<file path="src/rtl/axis_move_sequencer.sv">
// Multi-axis stepper move sequencer.
// Accepts move commands into a small FIFO, then plays each move as a train of
// step pulses, one pulse per axis per step period, with per-axis limit-switch
// blocking, abort and sticky limit flags.
module axis_move_sequencer #(
  parameter int N_AXES  = 4,
  parameter int COUNT_W = 20,
  parameter int PER_W   = 20,
  parameter int DEPTH   = 4
) (
  input  logic                      i_Clock50MHz,
  input  logic                      i_Reset,
  input  logic                      i_CmdValid,
  output logic                      o_CmdReady,
  input  logic [N_AXES*COUNT_W-1:0] i_CmdSteps,
  input  logic [N_AXES-1:0]         i_CmdDir,
  input  logic [PER_W-1:0]          i_CmdPeriod,
  input  logic [N_AXES-1:0]         i_LimitStart,
  input  logic [N_AXES-1:0]         i_LimitEnd,
  input  logic                      i_Abort,
  output logic [N_AXES-1:0]         o_Step,
  output logic [N_AXES-1:0]         o_Dir,
  output logic                      o_Busy,
  output logic                      o_Waiting,
  output logic [N_AXES-1:0]         o_LimitHit,
  output logic [$clog2(DEPTH):0]    o_QueueCount
);

  localparam int AW      = $clog2(DEPTH);
  localparam int CW      = AW + 1;
  localparam int SW      = N_AXES * COUNT_W;
  localparam int ENTRY_W = SW + N_AXES + PER_W;

  typedef enum logic [1:0] {S_IDLE, S_LOAD, S_RUN, S_DONE} state_t;

  state_t state_q, state_nx;

  logic [ENTRY_W-1:0] fifo_mem [DEPTH];
  logic [ENTRY_W-1:0] head_q;
  logic [AW-1:0]      wr_ptr_q, rd_ptr_q;
  logic [CW-1:0]      count_q;
  logic               push, pop;

  logic [COUNT_W-1:0] remaining_q [N_AXES];
  logic [N_AXES-1:0]  dir_q, pulse_q, limit_hit_q;
  logic [PER_W-1:0]   period_q, phase_q;
  logic [N_AXES-1:0]  blocked, start_mask, pulse_now;
  logic               all_zero, last_phase, high_half;
  logic [PER_W-1:0]   head_per;

  assign o_CmdReady   = (count_q != CW'(DEPTH)) && !i_Abort;
  assign push         = i_CmdValid && o_CmdReady;
  assign pop          = (state_q == S_IDLE) && (count_q != '0) && !i_Abort;
  assign o_QueueCount = count_q;
  assign o_Dir        = dir_q;
  assign o_LimitHit   = limit_hit_q;
  assign head_per     = head_q[SW+N_AXES +: PER_W];

  // FIFO storage; the head entry is captured on pop and consumed during LOAD
  always_ff @(posedge i_Clock50MHz) begin
    if (push) fifo_mem[wr_ptr_q] <= {i_CmdPeriod, i_CmdDir, i_CmdSteps};
    if (pop)  head_q <= fifo_mem[rd_ptr_q];
  end

  // FIFO pointers and occupancy; abort flushes ahead of any push or pop
  always_ff @(posedge i_Clock50MHz) begin
    if (i_Reset || i_Abort) begin
      wr_ptr_q <= '0;
      rd_ptr_q <= '0;
      count_q  <= '0;
    end else begin
      if (push) wr_ptr_q <= wr_ptr_q + 1'b1;
      if (pop)  rd_ptr_q <= rd_ptr_q + 1'b1;
      if (push && !pop)      count_q <= count_q + 1'b1;
      else if (!push && pop) count_q <= count_q - 1'b1;
    end
  end

  // Per-axis blocking, start-of-period pulse decision and completion detect
  always_comb begin
    all_zero = 1'b1;
    for (int unsigned k = 0; k < N_AXES; k++) begin
      blocked[k]    = dir_q[k] ? i_LimitEnd[k] : i_LimitStart[k];
      start_mask[k] = (remaining_q[k] != '0) && !blocked[k];
      if (remaining_q[k] != '0) all_zero = 1'b0;
    end
    last_phase = (phase_q == period_q - 1'b1);
    high_half  = (phase_q < (period_q >> 1));
    // The phase-0 decision is not registered yet, so use it directly there
    pulse_now  = (phase_q == '0) ? start_mask : pulse_q;
    o_Step     = (state_q == S_RUN && high_half) ? pulse_now : '0;
  end

  // State register
  always_ff @(posedge i_Clock50MHz) begin
    if (i_Reset) state_q <= S_IDLE;
    else         state_q <= state_nx;
  end

  // Next-state and status outputs
  always_comb begin
    state_nx  = state_q;
    o_Busy    = 1'b0;
    o_Waiting = 1'b0;
    case (state_q)
      S_IDLE: begin
        o_Waiting = (count_q == '0);
        if (pop) state_nx = S_LOAD;
      end
      S_LOAD: begin
        o_Busy   = 1'b1;
        state_nx = S_RUN;
      end
      S_RUN: begin
        o_Busy = 1'b1;
        if (last_phase && all_zero) state_nx = S_DONE;
      end
      S_DONE: begin
        o_Busy   = 1'b1;
        state_nx = S_IDLE;
      end
      default: state_nx = S_IDLE;
    endcase
    if (i_Abort) state_nx = S_IDLE;
  end

  // Move datapath: latch the command, run the phase counter, count steps down
  always_ff @(posedge i_Clock50MHz) begin
    if (i_Reset) begin
      for (int unsigned k = 0; k < N_AXES; k++) remaining_q[k] <= '0;
      dir_q       <= '0;
      pulse_q     <= '0;
      limit_hit_q <= '0;
      period_q    <= PER_W'(2);
      phase_q     <= '0;
    end else if (i_Abort) begin
      for (int unsigned k = 0; k < N_AXES; k++) remaining_q[k] <= '0;
      pulse_q <= '0;
      phase_q <= '0;
    end else begin
      case (state_q)
        S_LOAD: begin
          for (int unsigned k = 0; k < N_AXES; k++)
            remaining_q[k] <= head_q[k*COUNT_W +: COUNT_W];
          dir_q    <= head_q[SW +: N_AXES];
          period_q <= (head_per < PER_W'(2)) ? PER_W'(2) : head_per;
          phase_q  <= '0;
          pulse_q  <= '0;
        end
        S_RUN: begin
          phase_q <= last_phase ? '0 : phase_q + 1'b1;
          if (phase_q == '0) pulse_q <= start_mask;
          // An axis stopped by its limit drops its outstanding steps only
          for (int unsigned k = 0; k < N_AXES; k++) begin
            if (blocked[k] && remaining_q[k] != '0) begin
              remaining_q[k] <= '0;
              limit_hit_q[k] <= 1'b1;
            end else if (phase_q == '0 && start_mask[k]) begin
              remaining_q[k] <= remaining_q[k] - 1'b1;
            end
          end
        end
        default: ;
      endcase
    end
  end

endmodule

</file>
<file path="config.mk">
export PLATFORM = sky130hd
export DESIGN_NAME = axis_move_sequencer
export DESIGN_NICKNAME = d
export VERILOG_FILES = /design/src/rtl/axis_move_sequencer.sv
export SDC_FILE = /design/constraint.sdc
export NUM_CORES = 1
export LEC_CHECK = 0
export CAP_MARGIN = 30
export CORE_MARGIN = 2
export CORE_UTILIZATION = 60
export CTS_BUF_LIST = sky130_fd_sc_hd__clkbuf_4
export DETAILED_ROUTE_END_ITERATION = 8
export PLACE_DENSITY_LB_ADDON = 0.2
export REMOVE_ABC_BUFFERS = 1
export SYNTH_ARGS = -nofsm -noshare
export SYNTH_HDL_FRONTEND = slang
export SYNTH_SLANG_ARGS = --single-unit
</file>
<file path="constraint.sdc">
create_clock -name i_Clock50MHz -period 22.3 [get_ports i_Clock50MHz]
set_clock_uncertainty 0.15 [all_clocks]
set_input_delay 5.575 -clock i_Clock50MHz [delete_from_list [all_inputs] [get_ports i_Clock50MHz]]
set_output_delay 5.575 -clock i_Clock50MHz [all_outputs]
set_load 0.005 [all_outputs]
</file>
==> results of run 1 <==
## cell type report
type	count	area [µm²]	share of cell area, %
Antenna cell	2	5.00	0.0160
Sequential cell	661	19200	61.7
Clock buffer	241	1810	5.80
Clock inverter	51	359	1.15
Multi-Input combinational cell	883	7230	23.2
Timing Repair Buffer	158	1630	5.22
Tap cell	592	741	2.37
Inverter	45	169	0.542
## cell usage after synthesis (all sizes together) (3+ instances only)
library cell / n
a2111oi: 3
a211oi: 4
a21o: 20
a21oi: 42
a31oi: 3
and2: 8
and3: 11
and3b: 4
buf: 17
clkbuf: 50
dfxtp: 61
edfxtp: 600
ha: 36
inv: 45
mux2: 3
mux2i: 7
mux4: 104
nand2: 163
nand2b: 12
nand3: 17
nand4: 19
nand4b: 4
nor2: 78
nor2b: 8
nor3: 36
nor3b: 5
nor4: 24
nor4b: 6
o211ai: 7
o21ai: 94
o22ai: 3
o31ai: 5
or2: 3
or3: 13
or4: 12
xnor2: 72
xor2: 29
## flip-flops by register name (all words and copies together), names as in the netlist
name          flops
fifo_mem        416
head_q          104
remaining_q      80
period_q         20
phase_q          20
o_Dir             4
o_LimitHit        4
pulse_q           4
o_QueueCount      3
rd_ptr_q          2
state_q           2
wr_ptr_q          2
## cells in the final DEF, fill, tap and decap left out, drive strengths merged, types with 48 or more instances in the layout
cell type	count
nand2	163
o21ai	94
edfxtp	600
xnor2	72
nor2	78
clkdlybuf4s50	133
mux4	104
dfxtp	61
inv	48
clkbuf	241
## logic make-up (layout without fill, tap and decap cells)
logic type | after synthesis | in the layout
AND/OR/NAND/NOR | 433 | 433
adder cells (fa/ha/maj) | 37 | 37
buffers and inverters | 112 | 495
multiplexers | 114 | 114
other | 0 | 2
XOR/XNOR | 103 | 103
AO/OA/AOI/OAI | 196 | 196
flip-flops | 661 | 661
## routing by layer
| metal | routed length [µm] | vias up | track usage (%) |
|---|---|---|---|
| met1 | 21600 | 7535 | 30.3 |
| met5 | 12 | - | 0 |
| met4 | 1410 | 2 | 9.68 |
| met3 | 3730 | 115 | 5.98 |
| met2 | 25500 | 528 | 37.3 |
| li1 | - | 7026 | - |
## power by group through the flow
stage | sequential [µW] | clock (µW) | combinational [µW]
finish | 1410 | 1020 | 143
global route | 1420 | 1110 | 157
CTS | 1410 | 1050 | 143
detailed placement | 1440 | 0 | 142
global placement | 1440 | 0 | 137
floorplan | 1440 | 0 | 81.7
## through the flow
step | worst slack (ps) | utilization (%) | total power [µW]
3_5_place_dp | 9220 | 65.6 | 1580
6_report | 9210 | 70.5 | 2580
4_1_cts | 9200 | 70.5 | 2600
2_1_floorplan | 7630 | - | 1520
5_1_grt | 9100 | 70.5 | 2680
3_3_place_gp | 9240 | 65.2 | 1570
## worst paths after layout
path | startpoint | end | slack, ps | depth (start not counted)
worst max-delay path | i_LimitEnd[1] | o_Step[1] | 9210 | 6
worst min register to register | o_LimitHit[3] | o_LimitHit[3] | 310 | 1
worst max register to register | remaining_q[3][7] | remaining_q[3][9] | 18110 | 7
worst min-delay path | o_LimitHit[3] | o_LimitHit[3] | 310 | 1
==> impl_results.md, run 1 <==
- Status: finished, final reports clean
- Buffer and inverter count on the worst path: 2
- Chip Height: 216 µm
- Slew HR: 35.6%
- Switch Pwr: 554 µW
- Slowest-stage cell, CP: clkdlybuf4s50_1
- First-pass DRT Iterations: 5
- Clock-pin slew of the registers on the worst-case setup and hold paths: 70 ps
- Fin Setup TNS: 0 ps
- Worst skew pair latency: 880 ps
- Vias per cell: 5.78
- EDFF count, synth: 600
- Syn avg cell area: 16.2 µm²
- Total setup buffers inserted after CTS: 0
- Number of global-route vias before repair: 15766
- Synthesized area: 0.0269 mm²
- H-tree depth: 4
- Die area: 0.0465 mm²
- DR vias: 15206
- Yosys warning count: 0
- Clk network pwr share: 39.7%
- # hold bufs at CTS: 0
- DRC viols: 0
- Worst EP arrival: 7370 ps
- Final setup violating endpoints: 0
- Post-synthesis compound-gate area fraction: 4.40%
- Largest family of logic cells by synthesized area: multiplexers
- Layout area overhead: 16.0%
- Yosys top cell area share: 67.0%
- Initial core utilization: 60.8%
- RD Place Congestion: 0.862
- RSZ-0062 raised after global routing: false
- Hold WC Path Type: register to register
- Clock root cell: clkbuf_4
- Final instance area: 0.0312 mm²
- Worst vdd ir: 0.0555 mV
- Slowest cell delay on critical path: 520 ps
- Antenna violations before repair: 3
- 1st-iter DRT viols: 1245
- Comb power frac: 5.6%
- Layout Cells excl Fill: 2633
- Fill cell count: 2879
- Horiz. Die Dim: 216 µm
- Max clock buf depth: 3
- Drt wl/cell: 19.9 µm
- Simple-gate area share of the yosys netlist: 8.08%
- CP Max Fanout: 3
- Final Slew Violations: 0
- Startpoint Class: input port
- Core area: 0.0442 mm²
- CP dominant cell by count: clkdlybuf4s50_1
- Largest delay contributor family on the critical path: buffers and inverters
- Final nets: 2062
- Synth Area in XOR/XNOR: 3.46%
- CP Cell Sequence: clkdlybuf4s50_1, mux2_2, a31oi_1, mux2i_1, nor2b_1, clkdlybuf4s50_1
- Req. time, crit path: 16580 ps
- Post-DRT Antenna Nets: 0
- Internal cell power: 2020 µW
- # resized after CTS: 0
- Synth Area in Adders: 1.75%
- Switch share: 21.5%
- Top cells by area, synth: edfxtp_1, mux4_2, dfxtp_1, xnor2_1, nand2_1
- Fraction of layout cells with a size suffix above 1: 20.3%
- Pleak: 0.0104 µW
- Total wire length: 52.3 mm
- GRT Total Usage: 23.2%
- Pin count of the biggest net entering global routing: 71
- Kind of end point of the critical path: output port
- Remaining global-route overflow: 0
- DP HPWL: 32.7 mm
- Placed cells: 2338
- Synth cell types: 70
- Max-cap violations: 0
- Reg power frac: 54.8%
- Placed inst area: 0.0290 mm²
- Final Cycle Share: 58.7%
- CTS tree: built
- Row count: 77
- Async S/R FF share, synth: 0%
- Register bit total from synthesis: 661
- Crit path kind: input port to output port
- IO Count: 134
- Crit path time final: 13090 ps
- Synth Flop Type: edfxtp_1
- PwrDens: 82.6 mW/mm²
- Clk sinks: 661
- Final hold vios: 0
- First-pass GRT wire length: 83.2 mm
- Hold Slack: 309 ps
- Sequential area share after synthesis: 71.6%
- Synth area leader: edfxtp_1
- Mapped Cells: 1656
- Peak Freq: 76.4 MHz
- CTS Buf Count: 160
- Multiplexer share of the synthesized area: 9.10%
- Worst Max-Slew Pin Slew: 966 ps
- Port bufs: 133
(Power assumes the default switching activity.)
==> run 2: changes to the inputs <==
- CORE_UTILIZATION: 60 -> 56
- clock period: 22.3 -> 11.9 ns (I/O delays scaled with it)
==> impl_results.md, run 2 (same netlist as run 1, synthesis figures left out) <==
- Peak Freq: 123 MHz
- Pleak: 0.0103 µW (-1.0%)
- Clk sinks: 661 (unchanged)
- RSZ-0062 raised after global routing: false
- CTS tree: built
- Utilization of the core after routing: 65.2% (-5.3 points)
- # hold bufs at CTS: 0 (unchanged)
- Post-DRT Antenna Nets: 0 (unchanged)
- Clock root cell: clkbuf_4
- Startpoint Class: input port
- # resized after CTS: 0 (unchanged)
- Most frequent cells in the layout: edfxtp_1, clkbuf_4, nand2_1, clkdlybuf4s50_1, mux4_2
- Fraction of layout cells with a size suffix above 1: 20.2% (-0.15 points)
- Max reg flops: 416 (unchanged)
- CP Max Fanout: 3 (unchanged)
- R2R Setup Slk: 8000 ps (-10110 ps)
- Row count: 80 (+3.9%)
- Initial core utilization: 56.6% (-4.3 points)
- Port bufs: 133 (unchanged)
- Vias per cell: 5.73 (-0.85%)
- Pin count of the biggest net entering global routing: 70 (-1.4%)
- Hold WC Path Type: register to register
- Worst reg2reg endpoint: phase_q[19]
- Hold Slack: 316 ps (+6.61 ps)
- Final Cycle Share: 68.1%
- Biggest register: fifo_mem
- First-pass GRT wire length: 84.3 mm (+1.3%)
- Worst Setup SP: i_LimitStart[1]
- Total setup buffers inserted after CTS: 0 (unchanged)
- CTS Buf Count: 166 (+3.8%)
- Hold_sp: o_LimitHit[0]
- Worst vdd ir: 0.102 mV (+84%)
- Layout area overhead: 15.3%
- 1st-iter DRT viols: 1217 (-2.2%)
- Clock-pin slew of the registers on the worst-case setup and hold paths: 60 ps (about the same)
- Final nets: 2068 (+0.29%)
- PwrDens: 152 mW/mm² (+84%)
- Kind of end point of the critical path: output port
- RD Place Congestion: 0.837 (-2.9%)
- IO Count: 134 (unchanged)
- Antenna violations before repair: 3 (unchanged)
- DP HPWL: 32.7 mm (+0.10%)
- Fill cell count: 3337 (+16%)
- Worst r2r path cells: 10 (+3)
- First-pass DRT Iterations: 7 (+2)
- Reg-to-reg critical path startpoint: period_q[0]
- Chip Height: 223 µm (+3.4%)
- Number of global-route vias before repair: 15402 (-2.3%)
- H-tree depth: 4 (unchanged)
- Power Total: 4710 µW (+83%)
- Largest regs: fifo_mem: 416 flops, head_q: 104 flops, remaining_q: 80 flops
- DR vias: 15117 (-0.59%)
- Critical Path Sink: o_Step[1]
- Crit path time final: 8100 ps
- Commonest non-fill, non-tap cell in the layout: edfxtp_1
- Total wire length: 53.4 mm (+2.1%)
- Horiz. Die Dim: 223 µm (+3.4%)
- Remaining global-route overflow: 0 (unchanged)
- Final setup violating endpoints: 0 (unchanged)
- Worst skew pair latency: 990 ps (+110 ps)
- Drt wl/cell: 20.2 µm (+1.8%)
- Max clock buf depth: 3 (unchanged)
- Final Slew Violations: 0 (unchanged)
- Req. time, crit path: 8780 ps (-7800 ps)
- Max-cap violations: 0 (unchanged)
- GRT Total Usage: 22.3% (-0.81 points)
- Worst Max-Slew Pin Slew: 932 ps (-33.3 ps)
- Slew HR: 37.8% (+2.2 points)
- Die area: 0.0498 mm² (+7.0%)
- Core area: 0.0475 mm² (+7.5%)
- Final instance area: 0.0310 mm² (-0.58%)
- Status: finished, final reports clean
- Final hold vios: 0 (unchanged)
- Worst EP arrival: 4980 ps (-2390 ps)
- Placed inst area: 0.0290 mm² (-0.11%)
- DRC viols: 0 (unchanged)
- Crit path kind: input port to output port
-- run 2: routing by layer --
metal  GRT usage, %  wire length (µm)  vias to the layer above  part of all wire, %
met1           31.3             23700                     7539                   44
met5              0                 0                        -                    0
met3           5.51              3360                       89                  6.3
li1               -                 -                     7029                    -
met4           8.68              1130                        0                  2.1
met2           34.3             25200                      460                   47
-- run 2: layout make-up --
type	count	area (µm²)	area share, %
Antenna cell	1	2.50	0.00807
Clock buffer	232	1740	5.62
Clock inverter	45	251	0.811
Inverter	45	169	0.545
Multi-Input combinational cell	883	7230	23.3
Sequential cell	661	19200	62.1
Tap cell	615	769	2.48
Timing Repair Buffer	158	1600	5.15
-- run 2: how the worst min path moves through the flow --
| stage | to | slack [ps] | depth (start not counted) |
|---|---|---|---|
| final | o_LimitHit[0] | 320 | 1 |
| after detailed placement | o_LimitHit[0] | 310 | 1 |
| after CTS | o_LimitHit[0] | 330 | 1 |
| after global routing | o_LimitHit[0] | 360 | 1 |
| after global placement | o_LimitHit[0] | 300 | 1 |
| after floorplan | o_LimitHit[3] | 300 | 1 |
-- run 2: metrics by stage --
| stage | setup slack, ps | instances | setup TNS [ps] |
|---|---|---|---|
| 2_1_floorplan | -175 | 1589 | -313 |
| 5_1_grt | 3680 | 2640 | 0 |
| 4_1_cts | 3790 | 2636 | 0 |
| 6_report | 3800 | 2640 | 0 |
| 3_3_place_gp | 3850 | 2356 | 0 |
| 3_5_place_dp | 3810 | 2359 | 0 |
-- run 2: critical path, stage by stage --
cell and delay, ps:
clkdlybuf4s50_1 400, mux2_2 330, a31oi_1 220, mux2i_1 140
nor2b_1 340, clkdlybuf4s50_1 570
-- run 2: power breakdown --
part | internal (µW) | switching, µW
Clock | 938 | 859
Sequential | 2610 | 35.3
Combinational | 125 | 144
==> run 3: changes to the inputs <==
- clock period: 11.9 -> 6.6 ns (I/O delays scaled with it)
==> impl_results.md, run 3 (same netlist as run 1, synthesis figures left out) <==
- Number of global-route vias before repair: 15604 (+1.3%)
- Die area: 0.0498 mm² (unchanged)
- Most frequent cells in the layout: edfxtp_1, clkbuf_4, nand2_1, clkdlybuf4s50_1, mux4_2
- Worst r2r path cells: 7 (-3)
- PwrDens: 273 mW/mm² (+80%)
- Clock root cell: clkbuf_4
- First-pass GRT wire length: 83.3 mm (-1.2%)
- Hold WC Path Type: register to register
- Worst Setup SP: period_q[2]
- Placed inst area: 0.0291 mm² (+0.39%)
- Status: finished, final reports clean
- DP HPWL: 33.3 mm (+1.7%)
- Biggest register: fifo_mem
- Drt wl/cell: 19.9 µm (-1.7%)
- Crit path time final: 5790 ps
- # resized after CTS: 0 (unchanged)
- Worst Max-Slew Pin Slew: 963 ps (+31.0 ps)
- R2R Setup Slk: 2450 ps (-5550 ps)
- Initial core utilization: 56.6% (unchanged)
- Horiz. Die Dim: 223 µm (unchanged)
- Final Cycle Share: 87.8%
- CTS tree: built
- Sequential cell area: 0.0192 mm² (unchanged)
- Clk sinks: 661 (unchanged)
- Buffer and inverter count on the worst path: 2 (unchanged)
- Peak Freq: 173 MHz
- Layout area overhead: 15.5%
- CP dominant cell by count: a21o_1
- Max reg flops: 416 (unchanged)
- CTS Buf Count: 162 (-2.4%)
- Total setup buffers inserted after CTS: 0 (unchanged)
- Total wire length: 52.5 mm (-1.6%)
- 1st-iter DRT viols: 1013 (-17%)
- Setup WS pre-CTS: 1370 ps (-2440 ps)
- Multi-input gate area: 0.00723 mm² (unchanged)
- # hold bufs at CTS: 0 (unchanged)
- Reg-to-reg critical path startpoint: remaining_q[3][7]
- Max-cap violations: 0 (unchanged)
- Worst hold endpoint: o_Dir[0]
- CP Cell Sequence: inv_1, ha_1, a21o_1, a21o_1, a21o_1, a211oi_1, o21ai_0, a21oi_1, nor2b_1, clkdlybuf4s50_1
- Core area: 0.0475 mm² (unchanged)
- Pin count of the biggest net entering global routing: 63 (-10%)
- Final setup violating endpoints: 0 (unchanged)
- Largest delay contributor family on the critical path: compound AO/OA/AOI/OAI gates
- Largest regs: fifo_mem: 416 flops, head_q: 104 flops, remaining_q: 80 flops
- Fill cell count: 3264 (-2.2%)
- Slew HR: 35.6% (-2.3 points)
- Pleak: 0.0103 µW (+0.28%)
- RSZ-0062 raised after global routing: false
- DR vias: 14979 (-0.91%)
- Final hold vios: 0 (unchanged)
- Final worst slack: 806 ps (-2990 ps)
- Post-DRT Antenna Nets: 0 (unchanged)
- H-tree depth: 4 (unchanged)
- CP Max Fanout: 10 (+7)
- Slowest cell delay on critical path: 610 ps (+40 ps)
- DRC viols: 0 (unchanged)
- Row count: 80 (unchanged)
- Worst skew pair latency: 950 ps (-40 ps)
- Placed cells: 2367 (+0.34%)
- Layout Cells excl Fill: 2641 (+0.038%)
- Port bufs: 133 (unchanged)
- Commonest non-fill, non-tap cell in the layout: edfxtp_1
- RD Place Congestion: 0.839 (+0.24%)
- Worst EP arrival: 3990 ps (-990 ps)
- Hold Crit Depth: 2 (+1)
- Chip Height: 223 µm (unchanged)
- Crit path kind: register to output port
- Req. time, crit path: 4800 ps (-3980 ps)
- Fraction of layout cells with a size suffix above 1: 20.4% (+0.25 points)
- Final Slew Violations: 0 (unchanged)
- Worst vdd ir: 0.190 mV (+86%)
- Final instance area: 0.0311 mm² (+0.15%)
- Final nets: 2069 (+0.048%)
- Remaining global-route overflow: 0 (unchanged)
- Slowest-stage cell, CP: clkdlybuf4s50_1
- GRT Total Usage: 22.0% (-0.35 points)
- Startpoint Class: register
- Vias per cell: 5.67 (-0.95%)
- Worst reg2reg endpoint: remaining_q[3][2]
- Max clock buf depth: 3 (unchanged)
- Kind of end point of the critical path: output port
- First-pass DRT Iterations: 6 (-1)
- Clock-pin slew of the registers on the worst-case setup and hold paths: 60 ps (about the same)
- Antenna violations before repair: 2 (-1)
- IO Count: 134 (unchanged)
- Hold_sp: o_Dir[0]
==> run 3: area by class of cell <==
type	instances	share of cell area, %
sequential	661	62.0
multi-input combinational	883	23.3
clock buffer	238	5.75
timing repair buffer	163	5.33
tap	615	2.48
clock inverter	34	0.620
inverter	45	0.544
antenna	2	0.0161
==> run 3: worst register-to-register path, cell delays in order, from the launching register on <==
cell and delay (ps):
edfxtp_1 450, or4_1 610, nor3_1 230, nand3_1 190, or3_1 440, and2_1 210
nand2_1 510, nand3b_1 830
==> run 3: how the worst max path moves through the flow <==
stage	slack (ps)	cells past startpoint	end
2_1_floorplan	-4150	8	o_QueueCount[2]
3_3_place_gp	1320	6	o_Step[1]
5_1_grt	500	10	o_Step[2]
6_report	810	10	o_Step[1]
3_5_place_dp	1370	6	o_Step[1]
4_1_cts	650	10	o_Step[2]
==> run 3: routing by layer <==
layer / global-route usage, % / share of wire [%]
met5: 0 / 0
met4: 8.12 / 1.9
met3: 6.24 / 5.6
met2: 35.0 / 49
met1: 29.2 / 44
==> run 3: power breakdown <==
group	total, µW	switching, µW	internal (µW)
clock network	3230	1510	1710
logic	486	260	226
registers	4770	61.3	4710
==> run 3: through the flow <==
stage / utilization [%] / hold WS (ps) / power (µW) / TNS, ps
2_1_floorplan: - / 301 / 5140 / -374390
3_3_place_gp: 60.9 / 320 / 5320 / 0
3_5_place_dp: 61.1 / 327 / 5350 / 0
4_1_cts: 65.3 / 338 / 8610 / 0
5_1_grt: 65.3 / 355 / 8860 / 0
6_report: 65.3 / 337 / 8480 / 0
